<file path="src/rtl/ram_arbiter_pkg.sv">
// Shared encodings for the RAM arbiter: FSM states, port ownership and default bus widths.
package ram_arbiter_pkg;

    localparam int ADDR_BUS = 32;
    localparam int DATA_BUS = 32;
    localparam int WE_W     = 4;

    typedef enum logic [2:0] {
        S_IDLE  = 3'd0,
        S_RD    = 3'd1,
        S_RESP  = 3'd2,
        S_WR    = 3'd3,
        S_WHOLD = 3'd4
    } state_t;

    typedef enum logic {
        OWN_INST = 1'b0,
        OWN_DATA = 1'b1
    } owner_t;

endpackage

</file>
<file path="src/rtl/ram_arb_pick.sv">
// Combinational winner select between fetch and data ports.
// RAM_ARBITER_RR_EN switches contention handling from DATA-first to round-robin.
module ram_arb_pick
    import ram_arbiter_pkg::*;
(
    input  logic   i_fetch_req,
    input  logic   i_data_req,
`ifdef RAM_ARBITER_RR_EN
    input  owner_t i_last_grant,
`endif
    output logic   o_gnt_vld,
    output owner_t o_gnt
);

    always_comb begin
        o_gnt_vld = i_fetch_req | i_data_req;
        o_gnt     = OWN_INST;
        if (i_data_req && !i_fetch_req) begin
            o_gnt = OWN_DATA;
        end else if (i_data_req && i_fetch_req) begin
`ifdef RAM_ARBITER_RR_EN
            // On contention the port that did not win last time goes next.
            o_gnt = (i_last_grant == OWN_INST) ? OWN_DATA : OWN_INST;
`else
            o_gnt = OWN_DATA;
`endif
        end
    end

endmodule

</file>
<file path="src/rtl/ram_arbiter.sv">
// Sequences fetch and data accesses onto a single synchronous word RAM (3-cycle access incl. IDLE).
// Optional macro RAM_ARBITER_RR_EN: round-robin arbitration instead of fixed DATA priority.
module ram_arbiter
    import ram_arbiter_pkg::*;
#(
    parameter int ADDR_W = ADDR_BUS,
    parameter int DATA_W = DATA_BUS
)
(
    input  logic              clk,
    input  logic              rst,
    input  logic              i_req,
    input  logic [ADDR_W-1:0] i_addr,
    output logic              i_ready,
    output logic              i_rvalid,
    output logic [DATA_W-1:0] i_rdata,
    input  logic              d_req,
    input  logic [WE_W-1:0]   d_we,
    input  logic [ADDR_W-1:0] d_addr,
    input  logic [DATA_W-1:0] d_wdata,
    output logic              d_ready,
    output logic              d_rvalid,
    output logic [DATA_W-1:0] d_rdata,
    output logic              ram_en,
    output logic [WE_W-1:0]   ram_write_sel,
    output logic [ADDR_W-1:0] ram_addr,
    output logic [DATA_W-1:0] ram_wdata,
    input  logic [DATA_W-1:0] ram_rdata,
    output logic              busy
);

    state_t              r_state;
    owner_t              r_owner;
    logic                r_ram_en;
    logic [WE_W-1:0]     r_ram_sel;
    logic [ADDR_W-1:0]   r_ram_addr;
    logic [DATA_W-1:0]   r_ram_wdata;
    logic                r_i_ready;
    logic                r_d_ready;

    state_t              w_state_nxt;
    owner_t              w_owner_nxt;
    logic                w_en_nxt;
    logic [WE_W-1:0]     w_sel_nxt;
    logic [ADDR_W-1:0]   w_addr_nxt;
    logic [DATA_W-1:0]   w_wdata_nxt;
    logic                w_i_ready_nxt;
    logic                w_d_ready_nxt;
    logic                w_gnt_vld;
    owner_t              w_gnt;

`ifdef RAM_ARBITER_RR_EN
    owner_t              r_last_grant;

    always_ff @(posedge clk or posedge rst) begin
        if (rst) begin
            r_last_grant <= OWN_INST;
        end else if (r_state == S_IDLE && w_gnt_vld) begin
            r_last_grant <= w_gnt;
        end
    end
`endif

    ram_arb_pick u_pick (
        .i_fetch_req  (i_req),
        .i_data_req   (d_req),
`ifdef RAM_ARBITER_RR_EN
        .i_last_grant (r_last_grant),
`endif
        .o_gnt_vld    (w_gnt_vld),
        .o_gnt        (w_gnt)
    );

    always_ff @(posedge clk or posedge rst) begin
        if (rst) begin
            r_state     <= S_IDLE;
            r_owner     <= OWN_INST;
            r_ram_en    <= 1'b0;
            r_ram_sel   <= '0;
            r_ram_addr  <= '0;
            r_ram_wdata <= '0;
            r_i_ready   <= 1'b0;
            r_d_ready   <= 1'b0;
        end else begin
            r_state     <= w_state_nxt;
            r_owner     <= w_owner_nxt;
            r_ram_en    <= w_en_nxt;
            r_ram_sel   <= w_sel_nxt;
            r_ram_addr  <= w_addr_nxt;
            r_ram_wdata <= w_wdata_nxt;
            r_i_ready   <= w_i_ready_nxt;
            r_d_ready   <= w_d_ready_nxt;
        end
    end

    // Address/wdata default to hold so the RAM's delayed write commit sees stable values.
    always_comb begin
        w_state_nxt   = r_state;
        w_owner_nxt   = r_owner;
        w_en_nxt      = 1'b0;
        w_sel_nxt     = '0;
        w_addr_nxt    = r_ram_addr;
        w_wdata_nxt   = r_ram_wdata;
        w_i_ready_nxt = 1'b0;
        w_d_ready_nxt = 1'b0;
        case (r_state)
            S_IDLE: begin
                if (w_gnt_vld) begin
                    w_owner_nxt = w_gnt;
                    w_en_nxt    = 1'b1;
                    if (w_gnt == OWN_DATA) begin
                        w_addr_nxt    = d_addr;
                        w_wdata_nxt   = d_wdata;
                        w_sel_nxt     = d_we;
                        w_d_ready_nxt = 1'b1;
                        w_state_nxt   = (d_we != '0) ? S_WR : S_RD;
                    end else begin
                        w_addr_nxt    = i_addr;
                        w_i_ready_nxt = 1'b1;
                        w_state_nxt   = S_RD;
                    end
                end
            end
            S_RD:    w_state_nxt = S_RESP;
            S_RESP:  w_state_nxt = S_IDLE;
            S_WR:    w_state_nxt = S_WHOLD;
            S_WHOLD: w_state_nxt = S_IDLE;
            default: w_state_nxt = S_IDLE;
        endcase
    end

    assign ram_en        = r_ram_en;
    assign ram_write_sel = r_ram_sel;
    assign ram_addr      = r_ram_addr;
    assign ram_wdata     = r_ram_wdata;
    assign i_ready       = r_i_ready;
    assign d_ready       = r_d_ready;
    assign busy          = (r_state != S_IDLE);

    // Read data is steered straight from the RAM output register during RESP.
    assign i_rvalid = (r_state == S_RESP) && (r_owner == OWN_INST);
    assign d_rvalid = (r_state == S_RESP) && (r_owner == OWN_DATA);
    assign i_rdata  = i_rvalid ? ram_rdata : '0;
    assign d_rdata  = d_rvalid ? ram_rdata : '0;

endmodule

</file>
<file path="config.mk">
export PLATFORM = sky130hd
export DESIGN_NAME = ram_arbiter
export DESIGN_NICKNAME = d
export VERILOG_FILES = /design/src/rtl/ram_arbiter_pkg.sv /design/src/rtl/ram_arb_pick.sv /design/src/rtl/ram_arbiter.sv
export SDC_FILE = /design/constraint.sdc
export NUM_CORES = 1
export LEC_CHECK = 0
export ABC_AREA = 1
export BUFFER_PORTS_ARGS = -buffer_cell sky130_fd_sc_hd__buf_2
export CAP_MARGIN = 30
export CORE_AREA = 2 2 107 109
export CTS_BUF_LIST = sky130_fd_sc_hd__clkbuf_16
export CTS_CLUSTER_DIAMETER = 40
export DETAILED_ROUTE_END_ITERATION = 6
export DIE_AREA = 0 0 109 111
export PLACE_DENSITY_LB_ADDON = 0.08
export RECOVER_POWER = 100
export SYNTH_ARGS = -nofsm -noshare
export SYNTH_HDL_FRONTEND = slang
export SYNTH_HIERARCHICAL = 1
export SYNTH_SLANG_ARGS = --single-unit
</file>
<file path="constraint.sdc">
create_clock -name clk -period 4.3 [get_ports clk]
set_input_delay 0.86 -clock clk [delete_from_list [all_inputs] [get_ports clk]]
set_output_delay 0.86 -clock clk [all_outputs]
set_load 0.01 [all_outputs]
</file>
* Yosys cells after proc, flatten, opt, wreduce, memory -nomap -nowiden
Index checks and enable logic that the tools add are counted.
Word-level totals: bits in latches 0, flip-flop bits (word level) 75, memory bits (read-only) 0, word-level logic and storage cells 44, RAM bits 0, memories 0, input port bits 136, output and inout bits 138
Operators by class: add/subtract/negate cells 0, bitwise operators 2, shifts and indexed selects 0, order comparisons 0, equal/unequal tests 4, div/mod/pow operators 0, multiply operators 0, reduce and logical (&&, ||, !) cells 10, muxes and demuxes 20
Operator list (number):
- $mux W32 | 3
- $mux W4 | 3
- $mux W1 | 10
- $pmux W3 S3 | 1
- $eq A3 B2 Y1 const B | 2
- $logic_and A1 B1 Y1 | 4
- $mux W2 | 2
- $reduce_bool A4 Y1 | 1
- $eq A3 B1 Y1 const B | 1
- $logic_not A3 Y1 | 1
- $mux W3 | 1
- $reduce_and A3 Y1 | 1
- $reduce_bool A3 Y1 | 1
- $ne A2 B1 Y1 const B | 1
- $reduce_and A2 Y1 | 1
- $logic_not A1 Y1 | 1
- $not A1 Y1 | 1
- $or A1 B1 Y1 | 1

* Depth between registers and ports, before layout
Gate-level depths: netlist (run 1).
depth after elaboration 6, mapped depth 9

* Cells and area by module
Netlist (run 1), hierarchy kept.
Modules (own cells, without submodules):
- ram_arbiter | seq. area each 1876.8 µm², cells each 521, instances 1, area an instance 3714.8 µm²
- ram_arb_pick | seq. area each 0.0 µm², cells each 4, instances 1, area an instance 15.0 µm²

* Worst setup path after synthesis (run 1)
Ideal clock, no wire load.
path kind reg-to-output, start point reg r_state[0], end point out i_rdata[10], setup slack 2.257 ns, data arrival time 1.183 ns, buffers on the path 1, stages on the path, launching flop included 7, path through dfrtp_1 inv_2 nand3_1 nor2_1 inv_2 buf_6 nor2_1
Between the ends: cells in the longest elaborated chain, start to end 3
RTL lines:
- start: declaration | RTL line ram_arbiter.sv:32 | state_t r_state;
- start signal: assignment | RTL line ram_arbiter.sv:85 | r_state <= w_state_nxt;
- $eq A3 B2 Y1 | RTL line ram_arbiter.sv:141 | assign i_rvalid = (r_state == S_RESP) && (r_owner == OWN_INST);
- $logic_and A1 B1 Y1 | RTL line ram_arbiter.sv:141
- via i_rvalid | RTL line ram_arbiter.sv:15 | output logic i_rvalid,
- $mux W32 | RTL line ram_arbiter.sv:143 | assign i_rdata = i_rvalid ? ram_rdata : '0;
- end: declaration | RTL line ram_arbiter.sv:16 | output logic [DATA_W-1:0] i_rdata,
The timed path passes the listed nets, and every way through them passes these cells.

==> run metrics, run 1 <==
combinational power share=39.7%; prevailing post-synth register cell=dfrtp_1; number of flops mapped to enable cells by yosys=0; number of I/O port buffers=273; status=complete, but fails checks; Cells after Synth=525; row cnt=39; failing checks=capacitance limit, slew limit; num ports=274; synth unique cells=17; gr ovfl total=0; Hold Vio Cnt, Final=0; fin. max-slew vios=54; clock share of power=24.2%; Yosys top cell area share=50.3%; maxcap violations=1; RR Startpoint=r_state[1]; vias per cell=around 4.2; critical path cell sequence=buf_2, clkinvlp_2, clkbuf_1; min-delay src=r_state[2]; WP data arrival=about 3.3 ns; R2R depth=5; Mapped Area=0.00373 sq mm; setup violation total in the final timing report=0; clock skew=0.0103 ns; drt pass-1 iters=4; crit path setup slack, layout=1.30 ns; CP Class=input port to async pin; crit end category=async pin; initial antenna violation count=1; Die X=109 microns; Synth async-reset ratio=100%; pwr dens=632 mW/mm^2; total track usage=between 10% and 20%; critical path peak fanout=53; Worst Tran Pin Value=2.26 ns; CTS sink count=75; Nets=between 900 and 1000; worst r2r dst=ram_addr[29]; fraction of layout cells with a size suffix above 1=20.4%; Yosys top cell by area=dfrtp_1; crit-path leading delay family=buffers and inverters; RSZ-0062 raised after global routing=false; fmax=roughly 330 MHz; fin util=47.3%; Total Die Area=0.0121 sq mm; post-route ant nets=0; crit path buf inv count=3; reg-to-reg slack, setup=1.44 ns; syn nets=between 600 and 700; Post-Layout Cell Count=935; Static Leak=3.09 nW; post-synthesis sequential element count=75; vias=around 3900; RePlAce Congestion=~0.78; Placement Setup Slack=1.36 ns; vias in the first global route=3608; cts repair resizes=0; post-CTS setup buffer count=0; period utilization=between 60 and 70%; CTS Hold Bufs=0; Synth warnings=6; WHS Endpoint=r_state[2]; Routed WL=approximately 11 mm; placed cell count=918; clk root buf=clkbuf_16; top cells by area, synth=dfrtp_1 (50%), nand2_1 (23%), inv_1 (7.5%), nor2_1 (7.0%), o21ai_0 (4.3%); sequential fraction of the synthesis area=50.3%; Core ar.=0.0111 sq mm; worst skew pair latency=around 0.34 ns; CTS Buffer Depth=2; internal power=1.96 mW; Initial Utilization=33.7%; CTS tree=yes; HPWL Detailed=about 8.6 mm; Chip Height=~110 microns; largest net degree at the start of global routing=67; global-route wire length before repair=17.2 mm; Mean Syn Cell Area=7.10 sq um; synth cell count leaders=nand2_1 (231), dfrtp_1 (75), inv_1 (75); Net Sw Frac=40.9%; slew margin rel.=-51.2%; CP startpoint kind=input port; Reg clk slew, reported paths=0.05 ns; CP peak stage delay=1.28 ns; Final TNS setup=0 ns; TritonCTS buffer count=9; HP Class=flip-flop to flip-flop; WL per Instance=12.0 microns; 1st-iter DRT viols=181; synthesis-to-layout area growth=40.5%; CP max-delay cell=clkinvlp_2; min cycle time layout=3.00 ns; DRC=0; Hold Crit Depth=1; # H-tree levels=3; Reg power frac=between 30% and 40%; Req. time, crit path=4.55 ns; switching pwr=roughly 1.4 mW; top-count cell post-synth=nand2_1; worst ir drop on vdd=a little over 0.3 mV
final cells by class:
type                       count  area, sq um
inverter                      80          302
sequential                    75         1880
antenna                        1         2.50
tap                          143          179
clock inverter                 7         91.3
clock buffer                   9          225
fill                        1215         5840
timing repair buffer         277         1220
multi-input combinational    343         1340
cell families (layout without fill, tap and decap cells):
kind of cell | count (synthesis) | in the layout | share of synthesized area [%]
other cells | 0 | 1 | 0
compound gates | 33 | 33 | 4.43
simple gates | 310 | 310 | 32.1
buf+inv | 107 | 373 | 13.2
flops | 75 | 75 | 50.3
metrics by stage:
step	instance area [sq um]	hold WS, ns	total power [mW]
after detailed placement	5120	0.460	2.66
final	5240	0.452	3.31
after global routing	5240	0.480	3.60
after floorplan	3730	0.464	2.07
after global placement	5120	0.460	2.63
after CTS	5430	0.476	3.47
worst max-delay path by stage:
stage / startpoint / end / slack, ns / cells after the start
floorplan: rst / d_ready / 1.53 / 1
global placement: d_req / ram_wdata[9] / 1.44 / 9
detailed placement: d_req / ram_wdata[29] / 1.36 / 9
CTS: d_req / ram_wdata[27] / 1.72 / 9
global route: rst / ram_addr[27] / 0.72 / 3
finish: rst / ram_addr[12] / 1.30 / 3
power by group through the flow:
stage	Sequential [mW]	Clock (mW)	Combinational [mW]
floorplan	1.33	0	0.737
global placement	1.20	0	1.43
detailed placement	1.20	0	1.45
CTS	1.20	0.820	1.46
global route	1.24	0.852	1.51
finish	1.20	0.800	1.32
layer usage:
metal / track usage [%] / routed length, microns
met5: 0 / 0
met3: 4.82 / 927
met1: 20.7 / 4380
met2: 32.6 / 5680
met4: 7.78 / 277
worst reg2reg max path, cell delays in order (launching register included):
cell     delay [ns]
dfrtp_1        0.40
nor2_1         0.22
nand3_1        0.99
inv_2          0.95
nand2_1        0.14
nand2_1        0.09
layout by cell type (no fill, tap or decap):
| cell type | count |
|---|---|
| o21ai_0 | 32 |
| nand4_1 | 1 |
| a21oi_1 | 1 |
| bufinv_16 | 2 |
| inv_6 | 2 |
| diode_2 | 1 |
| clkinv_2 | 2 |
| nand2_1 | 232 |
| nor2_1 | 71 |
| inv_2 | 2 |
| buf_2 | 138 |
| clkinvlp_2 | 1 |
| clkbuf_16 | 9 |
| buf_4 | 2 |
| dfrtp_1 | 75 |
| clkbuf_1 | 137 |
| nor2_2 | 3 |
| inv_1 | 78 |
| nand3_1 | 3 |
registers in the layout, summed over array words and instances, names as in the netlist:
signal,flops
ram_addr,32
d_ready,1
r_state,3
r_owner,1
ram_write_sel,4
i_ready,1
ram_wdata,32
ram_en,1
Note: power is estimated with default switching activity, not from simulation.
==> run 2, diff against run 1 <==
==> constraint.sdc (replaced) <==
create_clock -name clk -period 2.7 [get_ports clk]
set_input_delay 0.54 -clock clk [delete_from_list [all_inputs] [get_ports clk]]
set_output_delay 0.54 -clock clk [all_outputs]
set_load 0.01 [all_outputs]
==> run 2 against run 1 <==
Against the previous run:
- the flow now finishes without violations
- hold slack got worse by 0.10 ns
- largest power group unchanged
- non-clock buffer count rose by 2
- register-to-register slack got worse by 0.73 ns
==> run metrics, run 2 (same netlist as run 1, synthesis figures left out) <==
maxcap violations=0 (was 1); Worst Tran Pin Value=1.48 ns (was 2.26 ns); RSZ-0062 raised after global routing=false (unchanged); Design Power=5.19 mW (was 3.31 mW); min cycle time layout=2.32 ns; worst ir drop on vdd=0.451 mV (was 0.306 mV); WP data arrival=1.78 ns (was 3.25 ns); CP max-delay cell=clkbuf_2 (was clkinvlp_2); fin area=0.00523 sq mm (was 0.00524 sq mm); CTS Hold Bufs=0 (unchanged); Final TNS setup=0 ns (unchanged); Hold Vio Cnt, Final=0 (unchanged); worst r2r dst=ram_addr[22] (was ram_addr[29]); vias per cell=4.25 (was 4.21); WL per Instance=12.0 microns (about the same); total track usage=18.1% (was 18.5%); critical path cell sequence=inv_1, nand4_1, clkbuf_2, nor2_1, clkbuf_1 (was buf_2, clkinvlp_2, clkbuf_1); reg-to-reg slack, setup=0.71 ns (was 1.44 ns); fmax=430 MHz; setup violation total in the final timing report=0 (unchanged); Post-Layout Cell Count=936 (was 935); Req. time, crit path=2.16 ns (was 4.55 ns); Placement Setup Slack=0.911 ns (was 1.36 ns); status=finished, final reports clean (was complete, but fails checks); vias=3978 (was 3938); row cnt=39 (unchanged); clock skew=0.00841 ns (was 0.0103 ns); HP Class=input port to async pin (was flip-flop to flip-flop); TritonCTS buffer count=9 (unchanged); Post-DP Area=0.00514 sq mm (was 0.00512 sq mm); gr ovfl total=0 (unchanged); number of I/O port buffers=273 (unchanged); RR Startpoint=r_state[1] (unchanged); Total Die Area=0.0121 sq mm (unchanged); DRC=0 (unchanged); CP peak stage delay=0.40 ns (was 1.28 ns); R2R depth=5 (unchanged); fin. max-slew vios=0 (was 54); CP startpoint kind=flip-flop (was input port); most common cell after layout, fill and taps aside=nand2_1 (unchanged); post-CTS setup buffer count=0 (unchanged); # H-tree levels=3 (unchanged); cts repair resizes=0 (unchanged); HPWL Detailed=8.65 mm (was 8.59 mm); critical path peak fanout=33 (was 53); fraction of layout cells with a size suffix above 1=20.6% (was 20.4%); CP Class=flip-flop to primary output (was input port to async pin); Routed WL=11.2 mm (was 11.3 mm); Die X=109 microns (unchanged); period utilization=86.0%; synthesis-to-layout area growth=40.2% (was 40.5%); initial antenna violation count=0 (was 1); Core ar.=0.0111 sq mm (unchanged); vias in the first global route=3646 (was 3608); pwr dens=993 mW/mm^2 (was 632 mW/mm^2); multi-input logic area=0.00135 sq mm (was 0.00134 sq mm); commonest non-fill, non-tap cells in the layout=nand2_1 (231), buf_2 (138), clkbuf_1 (137) (was nand2_1 (232), buf_2 (138), clkbuf_1 (137)); clk root buf=clkbuf_16 (unchanged); slew margin rel.=1.43% (was -51.2%); global-route wire length before repair=17.0 mm (was 17.2 mm); drt pass-1 iters=4 (unchanged); Nets=924 (was 922); filler instances=1227 (was 1215); crit path setup slack, layout=0.377 ns (was 1.30 ns); Static Leak=3.08 nW (was 3.09 nW); CTS Buffer Depth=2 (unchanged); RePlAce Congestion=0.758 (was 0.781); Reg clk slew, reported paths=0.06 ns (was 0.05 ns); Reg area=0.00188 sq mm (unchanged); num ports=274 (unchanged); Chip Height=111 microns (unchanged); placed cell count=920 (was 918); worst skew pair latency=0.33 ns (was 0.34 ns); CTS sink count=75 (unchanged); crit end category=primary output (was async pin); ant diodes=0 (was 1); Initial Utilization=33.7% (unchanged); largest net degree at the start of global routing=65 (was 67); post-route ant nets=0 (unchanged); 1st-iter DRT viols=157 (was 181); CTS tree=yes (unchanged)
## run 2: cell type report
type                    instances  share of cell area (%)
clock buffers                   9                    4.31
clock inverters                 7                    1.44
inverters                      80                    5.77
well taps                     143                    3.42
repair buffers                279                    23.5
multi-input cells             343                    25.7
flip-flops and latches         75                    35.9
## run 2: through the flow
stage               utilization (%)  hold slack [ns]
CTS                            49.1            0.174
finish                         47.2            0.348
global route                   47.2            0.399
global placement               46.4            0.457
floorplan                         -            0.464
detailed placement             46.4            0.460
## run 2: where the power goes
| group | switching [mW] | internal [mW] | leakage [nW] |
|---|---|---|---|
| Combinational | 1.42 | 0.677 | 2.00 |
| Sequential | 0.271 | 1.63 | 0.943 |
| Clock | 0.476 | 0.720 | 0.140 |
| Total | 2.17 | 3.02 | 3.08 |
## run 2: metal layers
layer	vias to the layer above	global-route usage, %	part of all wire [%]
met5	-	0	0
met4	0	7.26	1.9
met3	17	3.88	7.6
met2	153	34.0	52
met1	1764	19.0	39
li1	2044	-	-
## run 2: worst max path at each step
| stage | startpoint | end | depth (start not counted) |
|---|---|---|---|
| final | r_state[0] | d_rdata[16] | 5 |
| after global routing | r_state[0] | d_rdata[13] | 5 |
| after CTS | r_state[0] | i_rdata[17] | 6 |
| after detailed placement | r_state[0] | i_rdata[17] | 6 |
| after global placement | r_state[0] | i_rdata[26] | 6 |
| after floorplan | rst | d_ready | 1 |
## run 2: critical path, delay by kind of cell (launching register included)
kind,cells,cell delay [ns]
buffers and inverters,3,0.76
and+or+nand+nor,2,0.33
DFF,1,0.37
